File: src/rtl/decode_execute_unit.sv
// Decode / register-file / execute stage of the five-stage MIPS-subset pipeline.
// Define MUL_EN to decode SPECIAL2 MUL (op 0x1C, funct 0x02); otherwise it is reported as invalid.
module decode_execute_unit (
  input  logic        clock,
  input  logic        reset_n,
  input  logic        stall,
  input  logic [31:0] insn,
  input  logic [31:0] pc,
  input  logic        valid_insn,
  input  logic        wb_en,
  input  logic [4:0]  wb_addr,
  input  logic [31:0] wb_data,
  output logic        ex_valid,
  output logic [31:0] ex_pc,
  output logic [31:0] ex_result,
  output logic [31:0] ex_store_data,
  output logic [4:0]  ex_dest,
  output logic        ex_reg_we,
  output logic        ex_mem_rd,
  output logic        ex_mem_wr,
  output logic        ex_branch_taken,
  output logic [31:0] ex_target,
  output logic        ex_invalid
);

  localparam logic [5:0] OP_SPECIAL  = 6'h00;
  localparam logic [5:0] OP_J        = 6'h02;
  localparam logic [5:0] OP_JAL      = 6'h03;
  localparam logic [5:0] OP_BEQ      = 6'h04;
  localparam logic [5:0] OP_BNE      = 6'h05;
  localparam logic [5:0] OP_ADDI     = 6'h08;
  localparam logic [5:0] OP_ADDIU    = 6'h09;
  localparam logic [5:0] OP_SLTI     = 6'h0A;
  localparam logic [5:0] OP_SLTIU    = 6'h0B;
  localparam logic [5:0] OP_ANDI     = 6'h0C;
  localparam logic [5:0] OP_ORI      = 6'h0D;
  localparam logic [5:0] OP_XORI     = 6'h0E;
  localparam logic [5:0] OP_LUI      = 6'h0F;
  localparam logic [5:0] OP_LW       = 6'h23;
  localparam logic [5:0] OP_SW       = 6'h2B;
`ifdef MUL_EN
  localparam logic [5:0] OP_SPECIAL2 = 6'h1C;
  localparam logic [5:0] F_MUL       = 6'h02;
`endif

  localparam logic [5:0] F_SLL  = 6'h00;
  localparam logic [5:0] F_SRL  = 6'h02;
  localparam logic [5:0] F_SRA  = 6'h03;
  localparam logic [5:0] F_SLLV = 6'h04;
  localparam logic [5:0] F_SRLV = 6'h06;
  localparam logic [5:0] F_SRAV = 6'h07;
  localparam logic [5:0] F_JR   = 6'h08;
  localparam logic [5:0] F_JALR = 6'h09;
  localparam logic [5:0] F_ADD  = 6'h20;
  localparam logic [5:0] F_ADDU = 6'h21;
  localparam logic [5:0] F_SUB  = 6'h22;
  localparam logic [5:0] F_SUBU = 6'h23;
  localparam logic [5:0] F_AND  = 6'h24;
  localparam logic [5:0] F_OR   = 6'h25;
  localparam logic [5:0] F_XOR  = 6'h26;
  localparam logic [5:0] F_NOR  = 6'h27;
  localparam logic [5:0] F_SLT  = 6'h2A;
  localparam logic [5:0] F_SLTU = 6'h2B;

  typedef struct packed {
    logic        valid;
    logic [31:0] pc;
    logic [31:0] result;
    logic [31:0] store_data;
    logic [4:0]  dest;
    logic        reg_we;
    logic        mem_rd;
    logic        mem_wr;
    logic        taken;
    logic [31:0] target;
    logic        invalid;
  } ex_t;

  logic        d_valid_q;
  logic [31:0] d_insn_q;
  logic [31:0] d_pc_q;
  logic [31:0] rf_q [32];
  ex_t         ex_q, ex_d;

  // Bit i of the big-endian numbering is bit (31-i) here.
  logic [5:0]  op, funct;
  logic [4:0]  rs, rt, rd, shamt;
  logic [15:0] imm;
  logic [31:0] a, b, sext, zext, pc4, pc8, btarget, jtarget;
  logic [4:0]  dest_c;
  logic        wr_c, ok_c;

  assign op      = d_insn_q[31:26];
  assign rs      = d_insn_q[25:21];
  assign rt      = d_insn_q[20:16];
  assign rd      = d_insn_q[15:11];
  assign shamt   = d_insn_q[10:6];
  assign funct   = d_insn_q[5:0];
  assign imm     = d_insn_q[15:0];
  assign sext    = {{16{imm[15]}}, imm};
  assign zext    = {16'h0000, imm};
  assign pc4     = d_pc_q + 32'd4;
  assign pc8     = d_pc_q + 32'd8;
  assign btarget = pc4 + (sext << 2);
  assign jtarget = {pc4[31:28], d_insn_q[25:0], 2'b00};

  // Write-through: a same-cycle writeback to the register being read wins over the array.
  always_comb begin
    a = rf_q[rs];
    if (rs == 5'd0)                          a = '0;
    else if (wb_en && (wb_addr == rs))       a = wb_data;
    b = rf_q[rt];
    if (rt == 5'd0)                          b = '0;
    else if (wb_en && (wb_addr == rt))       b = wb_data;
  end

  always_comb begin
    ex_d   = '0;
    dest_c = rd;
    wr_c   = 1'b0;
    ok_c   = 1'b1;
    unique case (op)
      OP_SPECIAL: begin
        wr_c = 1'b1;
        unique case (funct)
          F_ADD, F_ADDU: ex_d.result = a + b;
          F_SUB, F_SUBU: ex_d.result = a - b;
          F_AND:  ex_d.result = a & b;
          F_OR:   ex_d.result = a | b;
          F_XOR:  ex_d.result = a ^ b;
          F_NOR:  ex_d.result = ~(a | b);
          F_SLT:  ex_d.result = {31'd0, $signed(a) < $signed(b)};
          F_SLTU: ex_d.result = {31'd0, a < b};
          F_SLL:  ex_d.result = b << shamt;
          F_SRL:  ex_d.result = b >> shamt;
          F_SRA:  ex_d.result = $unsigned($signed(b) >>> shamt);
          F_SLLV: ex_d.result = b << a[4:0];
          F_SRLV: ex_d.result = b >> a[4:0];
          F_SRAV: ex_d.result = $unsigned($signed(b) >>> a[4:0]);
          F_JR: begin
            wr_c         = 1'b0;
            ex_d.taken   = 1'b1;
            ex_d.target  = a;
          end
          F_JALR: begin
            ex_d.taken   = 1'b1;
            ex_d.target  = a;
            ex_d.result  = pc8;
          end
          default: ok_c = 1'b0;
        endcase
      end
      OP_J: begin
        ex_d.taken  = 1'b1;
        ex_d.target = jtarget;
      end
      OP_JAL: begin
        dest_c      = 5'd31;
        wr_c        = 1'b1;
        ex_d.taken  = 1'b1;
        ex_d.target = jtarget;
        ex_d.result = pc8;
      end
      OP_BEQ, OP_BNE: begin
        dest_c      = rt;
        ex_d.target = btarget;
        ex_d.taken  = (op == OP_BEQ) ? (a == b) : (a != b);
      end
      OP_ADDI, OP_ADDIU, OP_SLTI, OP_SLTIU, OP_ANDI, OP_ORI, OP_XORI, OP_LUI: begin
        dest_c = rt;
        wr_c   = 1'b1;
        unique case (op)
          OP_SLTI:  ex_d.result = {31'd0, $signed(a) < $signed(sext)};
          OP_SLTIU: ex_d.result = {31'd0, a < sext};
          OP_ANDI:  ex_d.result = a & zext;
          OP_ORI:   ex_d.result = a | zext;
          OP_XORI:  ex_d.result = a ^ zext;
          OP_LUI:   ex_d.result = {imm, 16'h0000};
          default:  ex_d.result = a + sext;
        endcase
      end
      OP_LW: begin
        dest_c      = rt;
        wr_c        = 1'b1;
        ex_d.mem_rd = 1'b1;
        ex_d.result = a + sext;
      end
      OP_SW: begin
        dest_c          = rt;
        ex_d.mem_wr     = 1'b1;
        ex_d.result     = a + sext;
        ex_d.store_data = b;
      end
`ifdef MUL_EN
      OP_SPECIAL2: begin
        if (funct == F_MUL) begin
          wr_c        = 1'b1;
          ex_d.result = a * b;
        end else begin
          ok_c = 1'b0;
        end
      end
`endif
      default: ok_c = 1'b0;
    endcase
    ex_d.valid  = 1'b1;
    ex_d.pc     = d_pc_q;
    ex_d.dest   = dest_c;
    ex_d.reg_we = wr_c && (dest_c != 5'd0);
    if (!ok_c) begin
      ex_d         = '0;
      ex_d.valid   = 1'b1;
      ex_d.invalid = 1'b1;
      ex_d.pc      = d_pc_q;
    end
    if (!d_valid_q) ex_d = '0;
  end

  always_ff @(posedge clock or negedge reset_n) begin
    if (!reset_n) begin
      d_valid_q <= 1'b0;
      d_insn_q  <= '0;
      d_pc_q    <= '0;
      ex_q      <= '0;
    end else if (!stall) begin
      d_valid_q <= valid_insn;
      d_insn_q  <= insn;
      d_pc_q    <= pc;
      ex_q      <= ex_d;
    end
  end

  // Writeback is independent of stall so the held instruction sees fresh operands.
  always_ff @(posedge clock or negedge reset_n) begin
    if (!reset_n) begin
      for (int unsigned i = 0; i < 32; i++) rf_q[i] <= '0;
    end else if (wb_en && (wb_addr != 5'd0)) begin
      rf_q[wb_addr] <= wb_data;
    end
  end

  assign ex_valid        = ex_q.valid;
  assign ex_pc           = ex_q.pc;
  assign ex_result       = ex_q.result;
  assign ex_store_data   = ex_q.store_data;
  assign ex_dest         = ex_q.dest;
  assign ex_reg_we       = ex_q.reg_we;
  assign ex_mem_rd       = ex_q.mem_rd;
  assign ex_mem_wr       = ex_q.mem_wr;
  assign ex_branch_taken = ex_q.taken;
  assign ex_target       = ex_q.target;
  assign ex_invalid      = ex_q.invalid;

endmodule

File: config.mk
export PLATFORM = sky130hd
export DESIGN_NAME = decode_execute_unit
export DESIGN_NICKNAME = d
export VERILOG_FILES = /design/src/rtl/decode_execute_unit.sv
export SDC_FILE = /design/constraint.sdc
export NUM_CORES = 2
export LEC_CHECK = 0
export BUFFER_PORTS_ARGS = -buffer_cell sky130_fd_sc_hd__buf_2
export CELL_PAD_IN_SITES_DETAIL_PLACEMENT = 0
export CELL_PAD_IN_SITES_GLOBAL_PLACEMENT = 1
export CORE_UTILIZATION = 30
export DETAILED_ROUTE_END_ITERATION = 10
export GPL_TIMING_DRIVEN = 0
export PLACE_DENSITY = 0.6
export SYNTH_ARGS = -nofsm -noshare
export SYNTH_HDL_FRONTEND = slang
export SYNTH_SLANG_ARGS = --single-unit
export TNS_END_PERCENT = 5
File: constraint.sdc
create_clock -name clock -period 15.7 [get_ports clock]
set_input_delay 0 -clock clock [delete_from_list [all_inputs] [get_ports clock]]
set_output_delay 0 -clock clock [all_outputs]
set_load 0.02 [all_outputs]
==> out/results.ini <==
[synthesis]
synth_edf_count = 0
syn_nets = 7500
seq_area_frac_synth = 0.377
synth_warnings = 0
async_reset_ff_frac = 1.00
yosysTopAreaCell = dfrtp_1
synthCells = 7188
syn_area_sq_um = 81500
synthTopCellsByCount = dfrtp_1 (1228), mux2_2 (1088), nand2_1 (532)
synth.avg_cell_area_sq_um = 11.3
ys_seq_elements = 1228
synth_largest_type_area_fraction = 0.377
yosysMostFrequentCell = dfrtp_1
ys.flop_type = dfrtp_1
synthTopCellsByArea = dfrtp_1 (38%), mux2_2 (15%), mux4_2 (13%), mux2i_1 (3.9%), ha_1 (3.1%)
yosys.cell_types.count = 124

[setup_path]
worstSetupEndpoint = ex_result[31]
slowest_stage = buf_1
rrSetupSlack_ps = 4220
max_stage_delay_ps = 1140
cp.depth = 28
worst-path-max-fanout = 10
rr_worst_depth = 28
r2r-end = ex_result[31]
path_buf_inv = 12
crit_family = buffers and inverters
crit_type = reg -> reg
rr_startpoint = d_insn_q[23]
critPathLaunch = d_insn_q[23]
cp-start-kind = flop
arrival_ps = 12170
cp.required_ps = 16390
cp-end-kind = flop

[clocking]
clock_path_buffers = 4
h-tree-depth = 4
cts_tree = built
clockRootBuffer = clkbuf_16
cts_buffers = 162
clock_sinks = 1228
cts_setup_buffers = 0
clock_latency_ps = 880
clk_pin_slew_ps = 60

[detailed_routing]
route.detailed.wl_per_inst_microns = 39.2
routed_wl_microns = 451000
viasPerCell = 6.21
vias = 71500
drt_iter0_markers = 9226
antenna_left = 0
drc_errors = 0
first_pass_iters = 9

[final_layout]
syn2layout_area_growth_pct = 17.0
multiInputGateArea_sq_um = 46900
drive_gt1_frac = 0.308
area.sequential_sq_um = 30700
layout.nets = 8118
fill_cells = 27100
stdcell_count = 11500

[timing]
period_share = 0.731
period_minus_slack_ps = 11480
fin_setup_tns_ps = 0
final_max_slew_viol_count = 196
setup_viol = 0
tightestPinTransition_ps = 1630
skew_ps = 77.7
final_hold_viol_count = 0
worst_slew_margin_rel = -0.0891
fmax_mhz = 87.1
rsz0062_at_grt = false
hold_ws_ps = 21.1

[pwr]
ir_worst_vdd_mv = 0.0867
p_leak_uw = 0.0405
p_per_area_nw_per_um2 = 140

[floorplanning]
die_x_microns = 523
initial_core_util = 0.301
dieArea_sq_um = 274000
ios = 245
die_y_microns = 523
core_area_sq_um = 271000
fp-row-count = 191

[grt]
overflow = 0
grt_antenna_before_repair = 33
grt_pass1_wl_microns = 606000
grt_use_total = 0.322
grt_pass1_vias = 69700
grt_max_degree = 164

[status]
violations = capacitance limit, slew limit
status = complete, but fails checks

[placement]
portBuffers = 239
dp_hpwl_microns = 336000
gp_congestion = 1.03
placed_cells = 11100

[min_path]
holdCritPathClass = in -> reg

[flow_run]
max_cap_viol_count = 22

## metal layers
metal | wire (microns) | global-route usage | share of wire | vias to the layer above
li1 | - | - | - | 28400
met1 | 175000 | 0.404 | 0.39 | 37200
met2 | 197000 | 0.488 | 0.44 | 4620
met3 | 44800 | 0.0867 | 0.099 | 1241
met4 | 34100 | 0.210 | 0.076 | 22
met5 | 150 | 0 | 0.00033 | -
## tightest hold or removal path, stage by stage
cell and delay, ps:
dlygate4sd3_1 520, buf_2 130, mux2_2 140
## kinds of logic (layout without fill, tap and decap cells)
group | Yosys count | in the layout | share of synthesized area
flip-flops | 1228 | 1228 | 0.377
other | 0 | 17 | 0
multiplexers | 1901 | 1901 | 0.326
adder cells (fa/ha/maj) | 206 | 206 | 0.0320
buffers and inverters | 841 | 1576 | 0.0503
AND/OR/NAND/NOR | 1354 | 1354 | 0.0754
AO/OA/AOI/OAI | 1510 | 1510 | 0.123
XOR/XNOR | 148 | 148 | 0.0159
## sequential cells by signal, indices dropped and copies added (netlist names)
signal / flops
rf_q: 1024
d_insn_q: 32
d_pc_q: 32
ex_pc: 32
ex_result: 32
ex_store_data: 32
ex_target: 32
ex_dest: 5
d_valid_q: 1
ex_branch_taken: 1
ex_invalid: 1
ex_mem_rd: 1
ex_mem_wr: 1
ex_reg_we: 1
ex_valid: 1
## area by class of cell
cell class	count	share of cell area
diodes	17	0.000446
plain buffers	674	0.0369
clock buffers	231	0.0501
clock inverters	50	0.00607
inverters	167	0.00658
multi-input cells	5119	0.492
flip-flops and latches	1228	0.322
well taps	3570	0.0468
repair buffers	454	0.0390
## repair_timing
| item | in CTS | in global routing |
|---|---|---|
| endpoints found under the hold margin | 1221 | 0 |
| gates resized for setup | 0 | 0 |
| hold buffers | 157 | 0 |
## worst min-delay path by stage
stage | end | start | depth (start not counted)
2_1_floorplan | d_insn_q[0] | reset_n | 0
3_3_place_gp | d_insn_q[25] | insn[25] | 2
3_5_place_dp | ex_store_data[3] | reset_n | 1
4_1_cts | rf_q[383] | wb_addr[4] | 4
5_1_grt | d_insn_q[7] | insn[7] | 3
6_report | d_insn_q[9] | insn[9] | 3
## stage by stage
stage | setup slack (ps) | utilization | power [uW] | cell area, sq um
floorplan | 9380 | - | 7070 | 81500
global placement | -13410 | 0.322 | 9090 | 87200
detailed placement | 4510 | 0.327 | 9260 | 88400
CTS | 4410 | 0.352 | 13100 | 95300
global route | 4750 | 0.353 | 13700 | 95400
finish | 4220 | 0.353 | 13300 | 95400
## layout by cell type, fill, tap and decap left out, drive strengths merged, types with 28 or more instances in the layout
cell type and n:
dfrtp 1228, mux2 1089, clkbuf 651, buf 551
nand2 532, mux4 489, o21ai 380, nor2 366
a21oi 327, mux2i 323, ha 202, inv 170
dlygate4sd3 157, a22oi 103, xnor2 103, nor3 101
o22ai 89, nand3 88, o211ai 82, a211oi 81
nor2b 49, xor2 45, a221oi 43, a31oi 41
a22o 40, o21bai 36, and3 35, clkinv 34
a222oi 33, a21o 32, o31ai 32, nand4 31
o221ai 28, and2 28
## report_power, final
| group | switching (uW) | total, uW | internal, uW |
|---|---|---|---|
| Sequential | 435 | 4130 | 3700 |
| Combinational | 3340 | 5350 | 2000 |
| Clock | 1570 | 3850 | 2280 |
| Total | 5350 | 13300 | 7980 |
Power figures use the tool's default switching activity.
